===== config.mk =====
export PLATFORM = sky130hd
export DESIGN_NAME = conv_row_reader
export DESIGN_NICKNAME = d
export VERILOG_FILES = /design/src/rtl/conv_row_reader.sv
export SDC_FILE = /design/constraint.sdc
export NUM_CORES = 1
export LEC_CHECK = 0
export CORE_ASPECT_RATIO = 0.8
export CORE_UTILIZATION = 50
export CTS_BUF_LIST = sky130_fd_sc_hd__clkbuf_4 sky130_fd_sc_hd__clkbuf_8 sky130_fd_sc_hd__clkbuf_16
export CTS_CLUSTER_DIAMETER = 150
export DETAILED_ROUTE_END_ITERATION = 8
export PLACE_DENSITY_LB_ADDON = 0.25
export SETUP_SLACK_MARGIN = 0.2
export SLEW_MARGIN = 20
export SYNTH_ARGS = -nofsm -noshare
export SYNTH_HDL_FRONTEND = slang
export SYNTH_SLANG_ARGS = --single-unit
export TNS_END_PERCENT = 10

===== constraint.sdc =====
create_clock -name clk -period 2.7 [get_ports clk]
set_input_delay 0.54 -clock clk [delete_from_list [all_inputs] [get_ports clk]]
set_output_delay 0.54 -clock clk [all_outputs]
set_load 0.05 [all_outputs]

===== src/rtl/conv_row_reader.sv =====
// rtl/conv_row_reader.sv - captures a ROWS x ROW_W result matrix and presents it one row at a time
// Rows are stepped by a synchronised, edge-detected switch input; all outputs are registered.
module conv_row_reader #(
    parameter int ROWS  = 6,
    parameter int ROW_W = 6,
    parameter int IDX_W = 3
) (
    input  logic                  clk,
    input  logic                  rst_n,
    input  logic                  result_valid,
    input  logic [ROWS*ROW_W-1:0] result_flat,
    input  logic                  next_row,
    output logic [ROW_W-1:0]      out_row,
    output logic [IDX_W-1:0]      out_idx,
    output logic                  out_valid,
    output logic                  done,
    output logic                  overrun
);

    typedef enum logic [1:0] {
        S_IDLE = 2'd0,
        S_SHOW = 2'd1,
        S_DONE = 2'd2
    } state_t;

    localparam logic [IDX_W-1:0] LAST_IDX = IDX_W'(ROWS - 1);

    state_t                state;
    logic [ROWS*ROW_W-1:0] buffer;
    logic                  sync1;
    logic                  sync2;
    logic                  hist;
    logic                  adv;
    logic [IDX_W-1:0]      next_idx;

    // One advance per rising edge of the synchronised switch level.
    assign adv      = sync2 & ~hist;
    assign next_idx = out_idx + IDX_W'(1);

    always_ff @(posedge clk or negedge rst_n) begin
        if (!rst_n) begin
            state     <= S_IDLE;
            buffer    <= '0;
            sync1     <= 1'b0;
            sync2     <= 1'b0;
            hist      <= 1'b0;
            out_row   <= '0;
            out_idx   <= '0;
            out_valid <= 1'b0;
            done      <= 1'b0;
            overrun   <= 1'b0;
        end else begin
            sync1 <= next_row;
            sync2 <= sync1;
            hist  <= sync2;
            case (state)
                S_IDLE, S_DONE: begin
                    if (result_valid) begin
                        buffer    <= result_flat;
                        out_row   <= result_flat[ROW_W-1:0];
                        out_idx   <= '0;
                        out_valid <= 1'b1;
                        done      <= 1'b0;
                        state     <= S_SHOW;
                    end
                end
                S_SHOW: begin
                    // A new result mid read-out is dropped; the buffer keeps the old matrix.
                    if (result_valid) begin
                        overrun <= 1'b1;
                    end
                    if (adv) begin
                        if (out_idx == LAST_IDX) begin
                            state     <= S_DONE;
                            out_valid <= 1'b0;
                            out_row   <= '0;
                            out_idx   <= '0;
                            done      <= 1'b1;
                        end else begin
                            out_idx <= next_idx;
                            out_row <= buffer[int'(next_idx)*ROW_W +: ROW_W];
                        end
                    end
                end
                default: state <= S_IDLE;
            endcase
        end
    end

endmodule


Yosys cells after proc, flatten, opt, wreduce, memory -nomap -nowiden

Cells that the tools add are included.

$add $sub $neg: 1
Multiply operators: 1
Equality and inequality tests: 6
Shifts and indexed selects: 1
Muxes and demuxes: 20
Bitwise operators: 2
Reduce and logical (&&, ||, !) cells: 8

Operators by type and width:

| cell                                                                   | count |
|---|---|
| 36-bit by 7-bit variable part select with 6-bit output                 | 1 |
| 6-bit 2-to-1 mux                                                       | 3 |
| 6-bit one-hot mux with 2 select lines                                  | 1 |
| 3-bit 2-to-1 mux                                                       | 3 |
| 1-bit 2-to-1 mux                                                       | 6 |
| 2-bit 2-to-1 mux                                                       | 3 |
| 2-bit != test (second input constant)                                  | 3 |
| 3-bit one-hot mux with 2 select lines                                  | 1 |
| 3-bit AND reduction                                                    | 2 |
| 3-bit by 2-bit multiplier with 5-bit output (second input constant)    | 1 |
| 1-bit one-hot mux with 2 select lines                                  | 2 |
| 2-bit one-hot mux with 2 select lines                                  | 1 |
| 2-bit AND reduction                                                    | 2 |
| 4-bit AND reduction                                                    | 1 |
| 3-bit by 1-bit adder with 3-bit output (second input constant)         | 1 |
| 3-bit equality test (second input constant)                            | 1 |
| 2-bit by 1-bit equality test with 1-bit output (second input constant) | 1 |
| 2-bit equality test (second input constant)                            | 1 |
| 2-bit logical NOT                                                      | 1 |
| 2-bit nonzero test                                                     | 1 |
| 2-bit OR reduction                                                     | 1 |
| 1-bit bitwise AND                                                      | 1 |
| 1-bit NOT                                                              | 1 |

Register bits: 53
Input bits: 40

Depth between registers and ports, before layout

Gate-level depths: netlist of the first run.

Depth in word-level cells: 6
Depth in mapped cells: 7

Least setup slack after synthesis of the first run

OpenSTA, ideal clock, no wires.

Path type: reg-to-reg
Start: reg out_idx[1]
End: reg out_row[0]
Setup time: 0.082 ns
Arrival time: 1.749 ns
Slack: 0.869 ns
Cell stages (with the launch flop): 8
Path buffers: 2
Clock period less this slack: 1.831 ns
Cell sequence: dfrtp_1 -> inv_1 -> ha_1 -> buf_2 -> and3b_1 -> buf_1 -> o211ai_1 -> a31oi_1

Longest elaborated chain between the ends: 6
Elaborated cells between the ends (all ways): 7

RTL lines:

| element                                                | RTL line | RTL |
|---|---|---|
| from (decl)                                            | 14       | `output logic [IDX_W-1:0] out_idx,` |
| from (signal assigned)                                 | 80       | `out_idx <= next_idx;` |
| 3-bit by 1-bit adder with 3-bit output                 | 38       | `assign next_idx = out_idx + IDX_W'(1);` |
| 3-bit by 2-bit multiplier with 5-bit output            | 81       | `out_row <= buffer[int'(next_idx)*ROW_W +: ROW_W];` |
| 36-bit by 7-bit variable part select with 6-bit output | 81       |  |
| 6-bit 2-to-1 mux *                                     | 73       | `if (out_idx == LAST_IDX) begin` |
| 6-bit 2-to-1 mux *                                     | 72       | `if (adv) begin` |
| 6-bit one-hot mux with 2 select lines *                | 56       | `case (state)` |
| to (signal assigned)                                   | 60       | `out_row <= result_flat[ROW_W-1:0];` |
| to (signal assigned)                                   | 81       |  |
| to (decl)                                              | 13       | `output logic [ROW_W-1:0] out_row,` |

Every way passes the cells marked *; elsewhere a longest branch is shown, timed or not. The select of a mux whose other input is x is not followed.
A chain may end at the register's enable or synchronous reset.

Worst setup path in the final report of the first run

Start: reg out_idx[0]
End: out out_idx[0]

No word-level cell between the ends.

==> results of run 1 <==
-- cell families after synthesis --
kind of cell             count (synthesis)  share of synthesized area
multiplexers                            13                     0.0925
adder cells (fa/ha/maj)                  2                     0.0101
AND/OR/NAND/NOR                        134                      0.227
flip-flops                              53                      0.536
buffers and inverters                   20                     0.0419
AO/OA/AOI/OAI                           34                     0.0925
-- cell type report --
type	instances	area [sq um]
fill	383	1540
sequential	53	1330
multi-input combinational	183	1050
timing repair buffer	57	563
clock buffer	7	90.1
tap	60	75.1
clock inverter	1	30.0
inverter	2	7.51
-- state kept, by name (all words and copies together) (netlist names) --
name / flops
buffer: 36
done: 1
hist: 1
out_idx: 3
out_row: 6
out_valid: 1
overrun: 1
state: 2
sync1: 1
sync2: 1
-- path summary, 6_finish.rpt --
| path | endpoint |
|---|---|
| worst min register to register | sync2 |
| worst max-delay path | out_idx[0] |
| worst max register to register | out_row[3] |
| worst min-delay path | buffer[26] |
| min in group clk | sync2 |
| max in group asynchronous | buffer[4] |
-- synthesized netlist by cell type (4+ instances only) --
library cell | instances | area [sq um]
nand2_1 | 110 | 413
dfrtp_1 | 53 | 1330
o211ai_1 | 12 | 90.1
mux2_2 | 7 | 78.8
nor3_1 | 7 | 35.0
o21ai_0 | 7 | 35.0
a31oi_1 | 6 | 37.5
buf_1 | 5 | 18.8
buf_2 | 5 | 25.0
clkbuf_1 | 5 | 18.8
mux4_1 | 4 | 105
nor2b_1 | 4 | 25.0
-- layer usage --
layer  up-vias  routed length (um)
li1        950                   -
met1       912                2460
met2        54                2510
met3         6                 278
met4         0                  48
met5         -                   0
-- power groups by stage --
stage          combinational, W  clock, W  sequential, W
2_1_floorplan          0.000944         0        0.00157
3_3_place_gp            0.00156         0        0.00137
3_5_place_dp            0.00159         0        0.00138
4_1_cts                 0.00160  0.000568        0.00137
5_1_grt                 0.00175  0.000604        0.00141
6_report                0.00159  0.000559        0.00137
-- through the flow --
stage / setup slack (ns) / hold WS [ns]
floorplan: 0.869 / 0.244
global placement: 0.614 / 0.342
detailed placement: 0.578 / 0.342
CTS: 0.324 / 0.254
global route: 0.272 / 0.265
finish: 0.337 / 0.232
==> summary.md, run 1 <==
| Metric | Value |
|---|---|
| Status | `completed` |
| # IOs | `52` |
| Register bit total from synthesis | `between 50 and 60` |
| Final Util | `0.671` |
| Largest net degree at the start of global routing | `29` |
| Number of flops mapped to enable cells by yosys | `0` |
| Buf/Inv on CP | `1` |
| Final Skew | `0.00690 ns` |
| Grt met2 use | `0.359` |
| Rel. slew slack | `0.480` |
| Clk slew on worst S/H paths | `around 0.09 ns` |
| Sequential share of power | `0.389` |
| Fin. Hold Viols | `0` |
| Worst reg2reg path startpoint | `out_idx[0]` |
| Flop-to-flop setup slack | `0.80 ns` |
| Asr flop ratio synth | `1.00` |
| Tcrit/Tclk final | `0.875` |
| Initial core utilization | `0.529` |
| Post-CTS Hold Buffers | `0` |
| Busiest grt layer | `met2` |
| Placed cells | `around 360` |
| Drt drc | `0` |
| Postcts setup bufs | `0` |
| Clk sinks | `53` |
| I/O Buffers | `between 50 and 60` |
| Endpoints failing setup | `0` |
| Distinct cells, synth | `32` |
| Placed cell areas | `roughly 0.0030 sq mm` |
| Clk pwr share | `0.159` |
| Max Slew Vio Count | `0` |
| Clk_lat worst skew | `~0.30 ns` |
| P_leak | `roughly 1.5 nW` |
| Number of global-route vias before repair | `~1900` |
| Critical Path RT | `2.16 ns` |
| Aggregate global routing overflow | `0` |
| CP startpoint | `out_idx[0]` |
| Sequential cell area fraction in the yosys report | `0.536` |
| Die height | `64.9 um` |
| Horiz. Die Dim | `just over 80 um` |
| PD cells | `~1100 mW/mm^2` |
| Synth warn | `0` |
| WL final | `5290 um` |
| Cell area after layout | `roughly 0.0031 sq mm` |
| Number of DRC markers in iteration 0 | `roughly 110` |
| CTS max path bufs | `2` |
| Worst-margin pin slew | `roughly 0.78 ns` |
| Critical setup path kind | `reg2out` |
| Post-route ant nets | `0` |
| Drt wl/cell | `between 10 and 15 um` |
| Gpl congestion | `~0.80` |
| Non-filler instance count after layout | `roughly 360` |
| Die area | `about 0.0052 sq mm` |
| Core Footprint | `approximately 0.0047 sq mm` |
| Layout cell share with drive strength beyond 1 | `0.0858` |
| TritonCTS Buffers | `5` |
| Global-route wire length before repair | `8960 um` |
| Logic pwr share | `0.452` |
| F_max | `about 0.42 GHz` |
| Nets | `between 300 and 400` |
| HP Class | `in2async` |
| H-tree depth | `2` |
| Via count | `roughly 1900` |
| Worst path cell trace | `clkdlybuf4s50_1` |
| Routing usage on met3 | `0.0549` |
| Switching power | `between 0.001 and 0.0015 W` |
| Critical path launch point type | `flip-flop` |
| Most common cell after layout, fill and taps aside | `nand2_1` |
| Tot GR Track Use | `0.229` |
| Worst r2r path cells | `4` |
| Vias per std cell | `5.29` |
| Mapped cell area | `~0.0025 sq mm` |
| Grt met1 use | `0.319` |
| First-pass DRT Iterations | `4` |
| Max-cap violations | `0` |
| Setup TNS | `0 ns` |
| Root Buffer Master | `clkbuf_8` |
| Crit path time final | `about 2.4 ns` |
| Syn_area_per_cell | `9.67 sq um` |
| P&R area growth vs syn | `26.8%` |
| RSZ-0062 raised after global routing | `false` |
| Synth Flop Type | `dfrtp_1` |
| Worst EP arrival | `approximately 1.8 ns` |
| Crit path capture type | `output pin` |
| Crit-path max FO | `10` |
| PnR Total Power | `between 0.003 and 0.004 W` |
| HPWL after detailed placement | `3780 um` |
| Antenna violations before repair | `0` |
| Top delay family on crit path | `buffers and inverters` |
| Row count | `22` |
| Slowest stage delay, CP | `0.90 ns` |
| Sw frac | `0.391` |
| Post-cts resize count | `0` |
| ANT cells | `0` |
| Net Count, Synth | `slightly below 300` |
| CTS tree | `yes` |
| P_int | `about 0.0021 W` |
| VDD IR-drop max | `about 0.00055 V` |
| Critical path depth | `1` |
| Synth Instances | `approximately 260` |
| Worst path slowest cell | `clkdlybuf4s50_1` |
| Commonest non-fill, non-tap cells in the layout | `nand2_1 (110), dfrtp_1 (53), clkdlybuf4s50_1 (50), o211ai_1 (12)` |
Note: power is estimated with default switching activity, not from simulation.
==> inputs of run 2 (changes only) <==
ABC_AREA = 1   (was not set)
==> run 2 against run 1 <==
Worst setup slack gained 0.22 ns. Sequential share of layout area grew 0.084 points. Critical path depth is the same. Synthesized area grew 0.20%. Non-clock buffer count is the same. Global-route usage grew 0.057 points. Synthesized cell count grew 23%. Via count grew 10%. Clock-buffer cell count is the same. Routed wire length shrank 1.1%. Sequential power shrank 5%. Critical endpoint is now out_idx[2].
==> summary.md, run 2 <==
| Metric | Value |
|---|---|
| Status | `completed` |
| Synth Flop Type | `dfrtp_1` |
| Nets | `409 (+19%)` |
| Synth Instances | `314 (+23%)` |
| WHS | `0.347 ns (+0.115 ns)` |
| Worst EP arrival | `1.61 ns (-0.21 ns)` |
| Drt drc | `0 (unchanged)` |
| Top cell type's share of synthesized area | `0.535 (-0.00108)` |
| Slowest stage delay, CP | `0.84 ns (-0.06 ns)` |
| Fin. Hold Viols | `0 (unchanged)` |
| Horiz. Die Dim | `80.8 um (about the same)` |
| Buf/Inv on CP | `1 (unchanged)` |
| CTS tree | `yes` |
| WL final | `5230 um (-1.1%)` |
| Crit path capture type | `output pin` |
| Most frequent cell after synthesis | `nand2_1` |
| P&R area growth vs syn | `26.3%` |
| Initial core utilization | `0.530 (+0.00107)` |
| Number of flip-flops under the largest register name | `36 (unchanged)` |
| Number of flops mapped to enable cells by yosys | `0 (unchanged)` |
| Die area | `0.00525 sq mm (+0.20%)` |
| Critical setup path kind | `reg2out` |
| RSZ-0062 raised after global routing | `false` |
| Critical path launch point type | `flip-flop` |
| Post-cts resize count | `0 (unchanged)` |
| First-pass DRT Iterations | `4 (unchanged)` |
| Die height | `65.0 um (+0.10%)` |
| Max-cap violations | `0 (unchanged)` |
| Fillcell total | `410 (+7.0%)` |
| Largest register by flop count | `buffer` |
| Endpoints failing setup | `0 (unchanged)` |
| Commonest non-fill, non-tap cells in the layout | `nand2_1 (132), dfrtp_1 (53), clkdlybuf4s50_1 (50), inv_1 (32), o21ai_0 (25)` |
| Tot GR Track Use | `0.230 (+0.000571)` |
| Post-CTS Hold Buffers | `0 (unchanged)` |
| Worst r2r path cells | `10 (+6)` |
| Tcrit/Tclk final | `0.795 (-0.0799)` |
| Layout cell share with drive strength beyond 1 | `0.0681 (-0.0177)` |
| VDD IR-drop max | `0.000620 V (+13%)` |
| Max Slew Vio Count | `0 (unchanged)` |
| Register bit total from synthesis | `53 (unchanged)` |
| Final Skew | `0.00576 ns (-0.00114 ns)` |
| H-tree depth | `2 (unchanged)` |
| Clk slew on worst S/H paths | `0.09 ns (about the same)` |
| Rel. slew slack | `0.560 (+0.0799)` |
| Distinct cells, synth | `22 (-31%)` |
| F_max | `0.466 GHz (+10%)` |
| Antenna violations before repair | `0 (unchanged)` |
| Worst path slowest cell | `clkdlybuf4s50_1` |
| Crit-path max FO | `5 (-5)` |
| Number of DRC markers in iteration 0 | `160 (+51%)` |
| # IOs | `52 (unchanged)` |
| Critical path depth | `1 (unchanged)` |
| Row count | `22 (unchanged)` |
| Drt wl/cell | `12.2 um (-16%)` |
| Largest area contributor in the netlist | `dfrtp_1` |
| Core Footprint | `0.00468 sq mm (unchanged)` |
| Net Count, Synth | `356 (+19%)` |
| Worst-margin pin slew | `0.660 ns (-0.120 ns)` |
| Dpl ws | `0.671 ns (+0.0929 ns)` |
| Asr flop ratio synth | `1.00 (unchanged)` |
| Sequential cell area fraction in the yosys report | `0.535 (-0.00108)` |
| CTS max path bufs | `2 (unchanged)` |
| Clk_lat worst skew | `0.30 ns (about the same)` |
| TritonCTS Buffers | `5 (unchanged)` |
| Flop-to-flop setup slack | `0.95 ns (+0.15 ns)` |
| PD cells | `1160 mW/mm^2 (+3.7%)` |
| Critical Path RT | `2.16 ns (about the same)` |
| Mapped cell area | `0.00248 sq mm (+0.20%)` |
| Number of global-route vias before repair | `2000 (+5.7%)` |
| Worst Slack Setup Final | `0.553 ns (+0.216 ns)` |
| HPWL after detailed placement | `3800 um (+0.45%)` |
| Top Registers | `buffer x36, out_row x6, out_idx x3` |
| Clk sinks | `53 (unchanged)` |
| I/O Buffers | `51 (unchanged)` |
| Most common cell after layout, fill and taps aside | `nand2_1` |
| Root Buffer Master | `clkbuf_8` |
| Vias per std cell | `4.96 (-6.4%)` |
| Synth warn | `0 (unchanged)` |
| Top delay family on crit path | `buffers and inverters` |
| HP Class | `in2async` |
| Postcts setup bufs | `0 (unchanged)` |
| Largest net degree at the start of global routing | `54 (+86%)` |
| ANT cells | `0 (unchanged)` |
| Post-synth top cells | `nand2_1 (132), dfrtp_1 (53), inv_1 (32)` |
| Gpl congestion | `0.854 (+6.9%)` |
| Post-route ant nets | `0 (unchanged)` |
| Register area | `0.00133 sq mm (unchanged)` |
| Area contributors post-synth | `dfrtp_1 (53%), nand2_1 (20%), o21ai_0 (5.0%), inv_1 (4.8%), a21oi_1 (3.8%)` |
| Worst path cell trace | `clkdlybuf4s50_1` |
| Multi-input gate area | `951 sq um (-9.3%)` |
| Syn_area_per_cell | `7.90 sq um (-18%)` |
| Setup TNS | `0 ns (unchanged)` |
| Via count | `2116 (+10%)` |
| P_leak | `1.53 nW (+5.0%)` |
| Global-route wire length before repair | `8960 um (about the same)` |
| Crit path time final | `2.15 ns (-0.216 ns)` |
| Aggregate global routing overflow | `0 (unchanged)` |
## run 2: changes by cell type in the layout (fill, tap and decap cells not counted), sizes merged, moves of 7 or more
cell	previous run	this run
a21oi	2	19
inv	2	35
mux2	7	0
nand2	110	134
nand3	1	13
nor2	3	12
nor3	7	0
o211ai	12	0
o21ai	7	28
## run 2: cell type report
type,instances,share of cell area
multi-input combinational,213,0.303
sequential,53,0.423
tap,60,0.0240
timing repair buffer,57,0.176
clock buffer,7,0.0287
inverter,37,0.0451
## run 2: cell families (layout without fill, tap and decap cells)
group,count (synthesis),after routing,synth area share
compound gates,51,51,0.106
simple gates,159,159,0.260
buf+inv,48,101,0.0822
xor+xnor,1,1,0.00656
flops,53,53,0.535
fa+ha+maj,2,2,0.0101
## run 2: worst paths after layout
| kind | start | to |
|---|---|---|
| min in group clk | sync1 | sync2 |
| hold / removal | rst_n | buffer[4] |
| hold reg to reg | sync1 | sync2 |
| setup reg to reg | out_idx[0] | out_row[4] |
| max in group asynchronous | rst_n | buffer[29] |
| setup / recovery | out_idx[2] | out_idx[2] |
## run 2: per-stage QoR
step | instances | total power, W | area, sq um | utilization
2_1_floorplan | 314 | 0.00267 | 2480 | -
3_3_place_gp | 420 | 0.00314 | 3040 | 0.651
3_5_place_dp | 420 | 0.00319 | 3040 | 0.651
4_1_cts | 427 | 0.00366 | 3130 | 0.670
5_1_grt | 427 | 0.00396 | 3130 | 0.670
6_report | 427 | 0.00364 | 3130 | 0.670
## run 2: layer usage
metal	vias to the layer above	track usage	wire length [um]
met3	6	0.0606	332
met2	67	0.339	2250
met1	969	0.324	2590
met5	-	0	0
met4	0	0.0871	63
li1	1074	-	-
## run 2: power by group
group / switching, W / internal [W]
combinational: 0.00124 / 0.000645
sequential: 0.000160 / 0.00114
clock: 0.000241 / 0.000214
==> inputs of run 3 (changes only) <==
CORE_UTILIZATION = 46   (was 50)
clock period = 1.8 ns   (was 2.7 ns; I/O delays follow)
==> run 3 against run 2 <==
Routed wire length is 7.6% higher. Critical path depth is 6 higher. Worst setup slack got worse by 0.27 ns. Utilization fell by 3.4 points. Via count decreased by 0.52%. The flow now finishes with violations (design-rule violations). Cell area rose by 3.3%. Flip-flop and latch count is the same. Largest cell class unchanged. Worst hold slack improved by 0.0091 ns.
==> summary.md, run 3 (synthesis results as in run 2) <==
| Metric | Value |
|---|---|
| RSZ-0062 raised after global routing | `false` |
| Clk sinks | `53 (unchanged)` |
| Layout cell share with drive strength beyond 1 | `0.133 (+0.0652)` |
| Worst EP arrival | `1.72 ns (+0.11 ns)` |
| Grt met2 use | `0.327 (-0.0121)` |
| Final Util | `0.635 (-0.0343)` |
| Vias per std cell | `4.82 (-2.8%)` |
| Die height | `67.7 um (+4.1%)` |
| Crit path capture type | `flip-flop` |
| HP Class | `reg2reg` |
| VDD IR-drop max | `0.000733 V (+18%)` |
| Top Registers | `buffer x36, out_row x6, out_idx x3` |
| I/O Buffers | `51 (unchanged)` |
| Commonest non-fill, non-tap cells in the layout | `nand2_1 (132), dfrtp_1 (51), clkdlybuf4s50_1 (38), inv_1 (30), o21ai_0 (25)` |
| Grt met1 use | `0.297 (-0.0270)` |
| Core Footprint | `0.00509 sq mm (+8.9%)` |
| TritonCTS Buffers | `5 (unchanged)` |
| Max-cap violations | `0 (unchanged)` |
| WL final | `5630 um (+7.6%)` |
| P_int | `0.00316 W (+58%)` |
| Drt drc | `11 (+11)` |
| Failing checks | `design-rule violations` |
| Global-route wire length before repair | `9170 um (+2.4%)` |
| Status | `finished, violations left` |
| Max Slew Vio Count | `0 (unchanged)` |
| Setup TNS | `0 ns (unchanged)` |
| Gpl congestion | `0.818 (-4.2%)` |
| Number of DRC markers in iteration 0 | `173 (+8.1%)` |
| Via count | `2105 (-0.52%)` |
| Number of global-route vias before repair | `1986 (-0.70%)` |
| Worst-margin pin slew | `0.303 ns (-0.357 ns)` |
| Root Buffer Master | `clkbuf_8` |
| Crit path time final | `between 1.5 and 2 ns` |
| Post-route ant nets | `0 (unchanged)` |
| P&R area growth vs syn | `30.5%` |
| Antenna violations before repair | `0 (unchanged)` |
| CTS max path bufs | `2 (unchanged)` |
| P_leak | `1.58 nW (+3.1%)` |
| Die area | `0.00569 sq mm (+8.5%)` |
| Logic pwr share | `0.531 (+0.014)` |
| ANT cells | `0 (unchanged)` |
| Most common cell after layout, fill and taps aside | `nand2_1` |
| Sw frac | `0.451 (+0.00144)` |
| Rel. slew slack | `0.798 (+0.238)` |
| Row count | `23 (+4.5%)` |
| Clk_lat worst skew | `0.31 ns (about the same)` |
| Nets | `416 (+1.7%)` |
| Clk pwr share | `0.125 (about the same)` |
| Routing usage on met3 | `0.0428 (-0.0178)` |
| Aggregate global routing overflow | `0 (unchanged)` |
| Critical path launch point type | `flip-flop` |
| Tcrit/Tclk final | `0.844` |
| Critical setup path kind | `reg2reg` |
| # IOs | `52 (unchanged)` |
| Critical Path RT | `2.00 ns (-0.16 ns)` |
| PnR Total Power | `0.00576 W (+58%)` |
| Tot GR Track Use | `0.212 (-0.0183)` |
| Number of flip-flops under the largest register name | `36 (unchanged)` |
| Endpoints failing setup | `0 (unchanged)` |
| Horiz. Die Dim | `84.1 um (+4.1%)` |
| Fin. Hold Viols | `0 (unchanged)` |
| First-pass DRT Iterations | `7 (+3)` |
| Busiest grt layer | `met2` |
| Drt wl/cell | `12.9 um (+5.2%)` |
| H-tree depth | `2 (unchanged)` |
| Largest net degree at the start of global routing | `61 (+13%)` |
| HPWL after detailed placement | `4060 um (+7.0%)` |
| Final Skew | `0.00823 ns (+0.00247 ns)` |
| Clk slew on worst S/H paths | `0.09 ns (about the same)` |
| Crit-path max FO | `8 (+3)` |
| Sequential share of power | `0.343 (-0.015)` |
| WHS | `0.356 ns (+0.00912 ns)` |
| F_max | `between 0.6 and 0.7 GHz` |
| CTS tree | `yes` |
| Switching power | `0.00260 W (+59%)` |
| PD cells | `1780 mW/mm^2 (+53%)` |
| Initial core utilization | `0.487 (-0.0431)` |
| Largest register by flop count | `buffer` |
==> run 3: cell types whose count changed in the layout (fill, tap and decap cells not counted), sizes merged <==
cell           before  now
clkbuf              7    8
inv                35   34
buf                 7   24
clkdlybuf4s50      50   38
clkinvlp            0    2
dlygate4sd3         0    1
==> run 3: worst paths after layout <==
path	startpoint	to	slack (ns)	cells after the start
worst max register to register	out_idx[0]	out_row[0]	0.28	7
worst max-delay path	out_idx[0]	out_row[0]	0.28	7
max in group asynchronous	rst_n	buffer[25]	0.78	3
worst min-delay path	sync1	sync2	0.36	0
worst min register to register	sync1	sync2	0.36	0
min in group asynchronous	rst_n	state[0]	0.43	2
==> run 3: per-layer routing <==
metal | part of all wire | vias up
li1 | - | 1086
met2 | 0.43 | 58
met5 | 0 | -
met4 | 0.013 | 0
met1 | 0.50 | 953
met3 | 0.049 | 8
==> run 3: per-stage QoR <==
stage / area [sq um] / cells / worst slack (ns)
5_1_grt: 3240 / 437 / 0.183
4_1_cts: 3190 / 433 / 0.217
6_report: 3240 / 437 / 0.280
3_3_place_gp: 3070 / 424 / 0.206
3_5_place_dp: 3070 / 424 / 0.174
2_1_floorplan: 2500 / 314 / 0.207
==> run 3: layout make-up <==
class,instances,area [sq um]
clock buffers,8,97.6
fillers,468,1860
repair inverters,1,7.51
flip-flops and latches,53,1330
inverters,37,150
well taps,62,77.6
repair buffers,63,597
multi-input cells,213,978
==> run 3: what timing repair did <==
| action | 4_1_cts | 5_1_grt |
|---|---|---|
| pin swaps | 1 | 2 |
| endpoints found under the hold margin | 8 | 0 |
| hold buffers | 1 | 0 |
| buffers inserted | 0 | 3 |
| resized for setup | 2 | 6 |
| cloned | 0 | 1 |
| setup endpoints to repair | 4 | 6 |
==> run 3: power groups by stage <==
stage	clock network, W	logic [W]	registers (W)
floorplan	0	0.00167	0.00237
global placement	0	0.00281	0.00197
detailed placement	0	0.00287	0.00199
CTS	0.000731	0.00293	0.00197
global route	0.000775	0.00341	0.00204
finish	0.000722	0.00306	0.00198
==> run 3: worst max-delay path, cell delays in order (launching register included) <==
cell,delay [ns]
dfrtp_2,0.46
ha_1,0.28
xnor2_4,0.27
inv_2,0.10
nand2_1,0.08
nand2_1,0.06
nand2_1,0.08
a21oi_2,0.05
